File: config.mk
export PLATFORM = sky130hd
export DESIGN_NAME = alu_scheduler
export DESIGN_NICKNAME = d
export VERILOG_FILES = /design/src/rtl/alu_scheduler.sv
export SDC_FILE = /design/constraint.sdc
export NUM_CORES = 2
export LEC_CHECK = 0
export BUFFER_PORTS_ARGS = -buffer_cell sky130_fd_sc_hd__buf_2
export CAP_MARGIN = 20
export CELL_PAD_IN_SITES_DETAIL_PLACEMENT = 0
export CELL_PAD_IN_SITES_GLOBAL_PLACEMENT = 2
export CORE_ASPECT_RATIO = 1.75
export CORE_MARGIN = 4
export CORE_UTILIZATION = 36
export CTS_CLUSTER_DIAMETER = 200
export DETAILED_ROUTE_END_ITERATION = 6
export GPL_ROUTABILITY_DRIVEN = 0
export PLACE_DENSITY = 0.89
export SLEW_MARGIN = 20
export SYNTH_ARGS = -nofsm -noshare
export SYNTH_HDL_FRONTEND = slang
export SYNTH_HIERARCHICAL = 1
export SYNTH_SLANG_ARGS = --single-unit
File: constraint.sdc
create_clock -name clk -period 10.4 [get_ports clk]
set_input_delay 2.08 -clock clk [delete_from_list [all_inputs] [get_ports clk]]
set_output_delay 2.08 -clock clk [all_outputs]
set_load 0.005 [all_outputs]
File: src/rtl/alu_scheduler.sv
// Round-robin scheduler sharing one 32-bit integer ALU between NUM_REQ requesters.
// Define ALU_SCHED_MUL_2CYC_EN to give ALU_MUL a registered operand stage (2-cycle latency).

`ifndef ALU_ADD
`define ALU_ADD  4'h0
`define ALU_SUB  4'h1
`define ALU_AND  4'h2
`define ALU_OR   4'h3
`define ALU_XOR  4'h4
`define ALU_SLL  4'h5
`define ALU_SRL  4'h6
`define ALU_SRA  4'h7
`define ALU_SLT  4'h8
`define ALU_SLTU 4'h9
`define ALU_MUL  4'hA
`endif

module alu (
  input  logic [3:0]  op,
  input  logic [31:0] a,
  input  logic [31:0] b,
  output logic [31:0] y
);
  always_comb begin
    case (op)
      `ALU_ADD:  y = a + b;
      `ALU_SUB:  y = a - b;
      `ALU_AND:  y = a & b;
      `ALU_OR:   y = a | b;
      `ALU_XOR:  y = a ^ b;
      `ALU_SLL:  y = b << a[4:0];
      `ALU_SRL:  y = b >> a[4:0];
      `ALU_SRA:  y = $signed(b) >>> a[4:0];
      `ALU_SLT:  y = {31'd0, $signed(a) < $signed(b)};
      `ALU_SLTU: y = {31'd0, a < b};
      `ALU_MUL:  y = a * b;
      default:   y = 32'd0;
    endcase
  end
endmodule

module alu_scheduler #(
  parameter  int NUM_REQ = 4,
  localparam int ID_W    = $clog2(NUM_REQ)
) (
  input  logic                    clk,
  input  logic                    rst,
  input  logic [NUM_REQ-1:0]      req_valid,
  output logic [NUM_REQ-1:0]      req_ready,
  input  logic [4*NUM_REQ-1:0]    req_opcode,
  input  logic [32*NUM_REQ-1:0]   req_a,
  input  logic [32*NUM_REQ-1:0]   req_b,
  output logic                    rsp_valid,
  input  logic                    rsp_ready,
  output logic [ID_W-1:0]         rsp_id,
  output logic [31:0]             rsp_data,
  output logic                    busy
);
  localparam logic [0:0] IDLE = 1'b0;

  logic [0:0]      state;
  logic [ID_W-1:0] rr_ptr;
  logic [ID_W-1:0] win;
  logic [ID_W-1:0] win_next;
  logic            found;
  logic            can_accept;
  logic            grant;
  logic [3:0]      win_op;
  logic [31:0]     win_a;
  logic [31:0]     win_b;
  logic [3:0]      alu_op;
  logic [31:0]     alu_a;
  logic [31:0]     alu_b;
  logic [31:0]     alu_y;
  logic            rsp_load;
  logic [ID_W-1:0] rsp_load_id;

  // Walk the ring from the farthest slot back to rr_ptr so the nearest valid requester wins last.
  always_comb begin : arbiter
    int              idx;
    logic [ID_W-1:0] idx_w;
    // NOTE: every combinational output gets a default before any conditional assignment, so no latch is inferred.
    idx   = 0;
    idx_w = '0;
    win   = rr_ptr;
    found = 1'b0;
    for (int k = NUM_REQ - 1; k >= 0; k--) begin
      idx = int'(rr_ptr) + k;
      if (idx >= NUM_REQ) idx = idx - NUM_REQ;
      idx_w = ID_W'(idx);
      if (req_valid[idx_w]) begin
        found = 1'b1;
        win   = idx_w;
      end
    end
  end

  assign can_accept = (state == IDLE) & (!rsp_valid | rsp_ready) & !rst;
  assign grant      = found & can_accept;
  assign req_ready  = grant ? (NUM_REQ'(1) << win) : '0;
  assign win_next   = (int'(win) == NUM_REQ - 1) ? '0 : win + 1'b1;
  assign win_op     = req_opcode[win*4 +: 4];
  assign win_a      = req_a[win*32 +: 32];
  assign win_b      = req_b[win*32 +: 32];
  assign busy       = (state != IDLE) | rsp_valid;

`ifdef ALU_SCHED_MUL_2CYC_EN
  localparam logic [0:0] MUL_WAIT = 1'b1;

  logic [3:0]      op_q;
  logic [31:0]     a_q;
  logic [31:0]     b_q;
  logic [ID_W-1:0] id_q;
  logic            mul_grant;
  logic            mul_done;

  assign mul_grant   = grant & (win_op == `ALU_MUL);
  assign mul_done    = (state == MUL_WAIT) & (!rsp_valid | rsp_ready);
  assign alu_op      = (state == MUL_WAIT) ? op_q : win_op;
  assign alu_a       = (state == MUL_WAIT) ? a_q  : win_a;
  assign alu_b       = (state == MUL_WAIT) ? b_q  : win_b;
  assign rsp_load    = (grant & !mul_grant) | mul_done;
  assign rsp_load_id = mul_done ? id_q : win;

  always_ff @(posedge clk or posedge rst) begin
    if (rst) begin
      state <= IDLE;
      op_q  <= '0;
      a_q   <= '0;
      b_q   <= '0;
      id_q  <= '0;
    end else if (mul_grant) begin
      state <= MUL_WAIT;
      op_q  <= win_op;
      a_q   <= win_a;
      b_q   <= win_b;
      id_q  <= win;
    end else if (mul_done) begin
      state <= IDLE;
    end
  end
`else
  assign state       = IDLE;
  assign alu_op      = win_op;
  assign alu_a       = win_a;
  assign alu_b       = win_b;
  assign rsp_load    = grant;
  assign rsp_load_id = win;
`endif

  alu u_alu (
    .op (alu_op),
    .a  (alu_a),
    .b  (alu_b),
    .y  (alu_y)
  );

  // NOTE: state registers use non-blocking assignments so every flop samples pre-edge values.
  always_ff @(posedge clk or posedge rst) begin
    if (rst) begin
      rr_ptr    <= '0;
      rsp_valid <= 1'b0;
      rsp_data  <= '0;
      rsp_id    <= '0;
    end else begin
      if (grant) rr_ptr <= win_next;
      if (rsp_load) begin
        rsp_valid <= 1'b1;
        rsp_data  <= alu_y;
        rsp_id    <= rsp_load_id;
      end else if (rsp_ready) begin
        rsp_valid <= 1'b0;
      end
    end
  end
endmodule

-- Yosys cells after proc, flatten, opt, wreduce, memory -nomap -nowiden
Cells that the tools add are included.
- bits in registers: 37
- word-level logic and storage cells: 78
- input bits: 279
- add/sub/neg operators: 10
- shift operators: 7
- reductions and logical operators: 4
- $lt $le $gt $ge: 10
- mux-type cells: 25
- bitwise gates (word level): 6
- equal/unequal tests: 11
- multiply operators: 1
- operators by type and width (cell ; number):
    $pmux W32 S11 ; 1
    $shiftx A128 B8 Y32 ; 2
    $lt A32 B32 Y1 ; 2
    $add A32 B32 Y32 ; 1
    $and A32 B32 Y32 ; 1
    $mul A32 B32 Y32 ; 1
    $or A32 B32 Y32 ; 1
    $shl A32 B5 Y32 ; 1
    $shr A32 B5 Y32 ; 1
    $sshr A32 B5 Y32 ; 1
    $sub A32 B32 Y32 ; 1
    $xor A32 B32 Y32 ; 1
    $mux W2 ; 9
    $eq A4 B3 Y1 const B ; 4
    $shiftx A16 B5 Y4 ; 1
    $eq A4 B4 Y1 const B ; 3
    $lt A2 B3 Y1 const B ; 4
    $mux W1 ; 10
    $ge A3 B3 Y1 const B ; 3
    $bmux W1 S2 ; 4
    $eq A4 B2 Y1 const B ; 2
    $sub A2 B1 Y2 const B ; 4
    $add A2 B2 Y3 const B ; 2
    $eq A4 B1 Y1 const B ; 1
    other kinds (11) ; 13

-- Logic depth before layout (Yosys ltp)
- depth in word-level cells: 12
- mapped depth: 41
- mapped depth without buffers: 34

-- Modules after synthesis
Netlist, hierarchy kept.
- modules (own cells, without submodules) (module ; cells each ; times used ; sequential area each (um^2) ; area an instance (um^2)):
    alu ; 2986 ; 1 ; 0.0 ; 22881.9
    alu_scheduler ; 577 ; 1 ; 925.9 ; 3616.0

-- Worst setup path after synthesis
Ideal clock, no wire load.
- path kind: input-to-reg
- start point: in req_valid[2]
- end point: reg rsp_data[26]
- library setup time: 0.117 ns
- cell stages on the path: 39
- path buffers: 6
- arrival time: 10.357 ns
- slack: -0.074 ns
- cells stage by stage: clkbuf_1 -> nor3_1 -> a2111oi_4 -> or2_4 -> buf_6 -> buf_6 -> nand2_1 -> a32oi_1 -> inv_1 -> clkbuf_1 -> clkbuf_1 -> clkbuf_1 -> nor2_1 -> fa_1 -> inv_1 -> fa_1 -> inv_1 -> fa_1 -> [... 3 more ...] -> fa_1 -> inv_1 -> fa_1 -> inv_1 -> fa_1 -> fa_1 -> ha_1 -> o21ai_0 -> a21oi_1 -> a221o_1 -> a32o_1 -> nor4b_2 -> or3_1 -> xor2_1 -> o22ai_1 -> a211o_1 -> nand2_1 -> nand2_1
- word-level cells in the longest chain between the ends: 9
- elaborated cells between the ends (all ways): 41
- those cells by class: add/sub: 2; mul: 1; eq/ne: 10; shift: 6; mux: 17; bitwise: 4; reduce/logical: 1
- ends and longest elaborated chain (what ; RTL line ; RTL):
    from (decl) ; 48 ; input logic [NUM_REQ-1:0] req_valid,
    $bmux W1 S2 ; 91 ; if (req_valid[idx_w]) begin
    $mux W1 (implied by the code) ; 91 ;
    $mux W2 (3 in series) ; 91 ;
    $mux W2 * ; 91 ;
    $shiftx A128 B8 Y32 * ; 103 ; assign win_a = req_a[win*32 +: 32];
    via alu_a[3] ; 72 ; logic [31:0] alu_a;
    $mul A32 B32 Y32, or another cell as far along ; 36 ; `ALU_MUL: y = a * b;
    $pmux W32 S11 * ; 25 ; case (op)
    via alu_y[26] ; 74 ; logic [31:0] alu_y;
    to (signal assigned) ; 169 ; rsp_data <= alu_y;
    to (decl) ; 56 ; output logic [31:0] rsp_data,
The timed path passes the listed nets; every way through them passes the cells marked *. The select of a mux whose other input is x is not followed.
A chain may end at the register's enable or synchronous reset.

-- Final worst setup path
- start point: in req_valid[0]
- end point: reg rsp_data[26]
- word-level cells in the longest chain between the ends: 9
- elaborated cells between the ends (all ways): 41
- those cells by class: add/sub: 2; mul: 1; eq/ne: 10; shift: 6; mux: 17; bitwise: 4; reduce/logical: 1
- ends and longest elaborated chain (what ; RTL line ; RTL):
    $bmux W1 S2 ; 91 ;
    $mux W1 (implied by the code) ; 91 ;
    $mux W2 (3 in series) ; 91 ;
    $mux W2 * ; 91 ;
    $shiftx A128 B8 Y32 * ; 104 ; assign win_b = req_b[win*32 +: 32];
    via alu_b[6] ; 73 ; logic [31:0] alu_b;
    $mul A32 B32 Y32, or another cell as far along ; 36 ;
    $pmux W32 S11 * ; 25 ;
    via alu_y[26] ; 74 ;
Marked as above.

==> summary.txt <==
Critical path
  – R2R Setup Slk: 1.38 ns
  – WP data arrival: 10.57 ns
  – RR Startpoint: rr_ptr[1]$_DFFE_PP0P_
  – Setup crit start: req_valid[0]
  – Crit. End Element: flop
  – Worst Path Required: 10.61 ns
  – CP Launch Type: primary input
  – Critical Path Max Stage Delay: 0.58 ns
  – Most frequent CP cell: fa_1
  – Slowest CP cell: fa_1
  – CP delay by family, top: adder cells
  – Worst R2R End: rsp_data[26]$_DFFE_PP0P_
  – Critical path class: in -> reg
  – CP bufs+invs: 10
  – CP max FO: 15
  – R2R cell count: 35

Synthesis
  – Post-Syn Nets: 4471
  – Yosys Warn Count: 6
  – Top cells by area, synth: fa_1 (31%), ha_1 (10%), nand2_1 (8.8%)
  – Area share of the largest cell type after synthesis: 31.0%
  – Post-synth top area cell: fa_1
  – Number of synthesized flops with an enable pin: 0
  – Syn_area_per_cell: 7.44 um2
  – Synthesized cell area: 0.0265 mm2
  – Ys async rst share: 100%
  – Distinct cells, synth: 84
  – Synthesized flop and latch total: 37
  – Seq/Total Area, Yosys: 3.49%
  – Post-synth top flop: dfrtp_1
  – Synthesized instance count: 3563

Min path
  – Worst hold path type: reg -> reg
  – Hold_sp: rsp_data[11]$_DFFE_PP0P_
  – Min-Delay Path Depth: 2
  – Hold worst-path end: rsp_data[11]$_DFFE_PP0P_

Placed design
  – DP Wirelength: 113000 um
  – I/O Buffers: 318
  – Pre-CTS setup slack: -0.424 ns

Global route
  – Largest net degree at the start of global routing: 54
  – Vias in the first global route: 29.9k
  – First-pass GRT wire length: 191000 um
  – Global route overflow: 0
  – GRT Util Overall: 33.1%
  – Antenna violations before repair: 7

Detailed routing
  – 1st-pass router iterations: 6
  – Final ANT Viol Nets: 0
  – Initial drt markers: 2625
  – Post-DR wirelength/cell: 26.5 um
  – Via density: 5.77
  – DRC Markers: 0
  – Via count: 29.1k
  – Drt total wl: 134000 um

STA
  – Finish-stage setup viols: 0
  – Least-Margin Pin Slew: 1.18 ns
  – Post-Route Skew: 0.0159 ns
  – Slew HR: 21.0%
  – Period utilisation layout: 99.5%
  – Max-slew violations: 0
  – Final hold violations: 0
  – Final worst path period need: 10.35 ns
  – RSZ-0062 raised after global routing: yes
  – Peak Freq: 96.6 MHz
  – Fin worst setup slack: 0.0472 ns

Floorplan
  – Initial Util: 36.3%
  – Total Die Area: 0.0782 mm2
  – Core Region: 0.0729 mm2
  – Die width: 213 um
  – Top-level I/O count: 319
  – Die height: 367 um
  – Row cnt: 131

Run status
  – Status: complete, no violations

Final layout
  – Layout cells sized above 1: 22.2%
  – Multi-input logic area: 0.0233 mm2
  – Fin nets: 5018
  – Layout area overhead: 24.3%
  – Commonest non-fill, non-tap cell in the layout: nand2_1
  – Register area: 926 um2
  – Final core occ: 45.1%
  – Fill cell count: 7432
  – Commonest cells after routing, fill and taps aside: nand2_1 (618), nor2_1 (457), inv_1 (454)

Clocking
  – CTS Buffer Depth: 2
  – CTS sink count: 37
  – Clock Tree Root: clkbuf_16
  – CTS tree: built
  – H-Tree Depth: 2
  – Total CTS buffers: 5
  – Reg clk slew, reported paths: 0.08 ns
  – Post-CTS Hold Buffers: 0
  – Worst-Skew Late Latency: 0.32 ns

Run
  – Max Cap Viol: 0
[metal layers]
metal / vias to the layer above / part of all wire [%] / track usage, %
li1: 12700 / - / -
met1: 14200 / 33 / 35.3
met2: 1629 / 49 / 56.5
met3: 637 / 6.5 / 4.22
met4: 2 / 12 / 28.9
met5: - / 0.0090 / 0
[worst register-to-register path: cells and delay by family (launching register included)]
kind / cells / cell delay (ns)
adders and majority gates: 9 / 4.22
AOI/OAI and AO/OA: 8 / 1.74
and+or+nand+nor: 8 / 1.26
buffers and inverters: 9 / 1.07
DFF: 1 / 0.49
xor gates and xnor gates: 1 / 0.14
[synth_stat cells, types with 5 or more instances]
cell type / n
mux2_2: 5
nor3_1: 36
nor2_1: 478
nand2b_1: 26
or3_1: 8
a22oi_1: 9
inv_2: 7
o22ai_1: 17
o221ai_1: 18
a21o_1: 24
and3_1: 11
mux2i_1: 92
buf_4: 7
o31ai_1: 9
o211ai_1: 15
clkinv_1: 13
a21oi_1: 211
xnor2_1: 81
nor4_1: 6
inv_1: 461
a31oi_1: 14
o2111ai_1: 9
a32oi_1: 70
a221oi_1: 26
nor2b_1: 18
o21a_1: 11
o21bai_1: 15
buf_2: 46
o311ai_0: 5
fa_1: 410
xor2_1: 24
nand4_1: 9
and2_1: 7
nand3_1: 20
ha_1: 219
dfrtp_1: 37
buf_6: 8
o21ai_1: 26
nand2_1: 619
clkbuf_1: 146
o21ai_0: 140
a221o_1: 10
a211oi_1: 26
buf_1: 36
mux4_2: 5
[repair_timing]
action | 4_1_cts | 5_1_grt
pin swaps | 2 | 43
resized for setup | 5 | 96
setup buffers | 1 | 12
endpoints found under the setup margin | 6 | 10
gates cloned | 0 | 0
[per-stage QoR]
step                setup TNS [ns]  cells  cell area, um2  hold slack (ns)
finish                           0   5048           32900            0.477
global route                -0.886   5044           32900            0.500
CTS                              0   5030           32400            0.480
detailed placement           -2.78   5021           32200            0.456
global placement             -2.55   5021           32200            0.460
floorplan                        0   3563           26500            0.470
[flip-flops by register name (all words and copies together), names as in the netlist]
name      cells
rsp_data     32
rr_ptr        2
rsp_id        2
busy          1
[final cells by class]
| class | instances | share of cell area [%] |
|---|---|---|
| antenna | 6 | 0.0456 |
| multi-input combinational | 2802 | 70.7 |
| tap | 931 | 3.54 |
| timing repair buffer | 783 | 16.9 |
| clock inverter | 3 | 0.0760 |
| clock buffer | 5 | 0.380 |
| inverter | 481 | 5.55 |
| sequential | 37 | 2.81 |
[worst max path at each step]
stage,end,slack [ns],cells after the start
after detailed placement,rsp_data[26]$_DFFE_PP0P_,-0.42,34
after global placement,rsp_data[26]$_DFFE_PP0P_,-0.42,34
final,rsp_data[26]$_DFFE_PP0P_,0.05,36
after floorplan,rsp_data[26]$_DFFE_PP0P_,0.01,37
after CTS,rsp_data[26]$_DFFE_PP0P_,0.02,38
after global routing,rsp_data[26]$_DFFE_PP0P_,-0.25,36
[cell families after synthesis]
logic type | count (synthesis) | synth area share, %
flip-flops | 37 | 3.49
AND/OR/NAND/NOR | 1256 | 19.2
adder cells (fa/ha/maj) | 629 | 41.3
multiplexers | 102 | 4.11
AO/OA/AOI/OAI | 710 | 17.7
buffers and inverters | 724 | 10.8
XOR/XNOR | 105 | 3.47
Power is not shown: default switching activity piles up to over one toggle a cycle in this logic, so the estimate is an artifact.
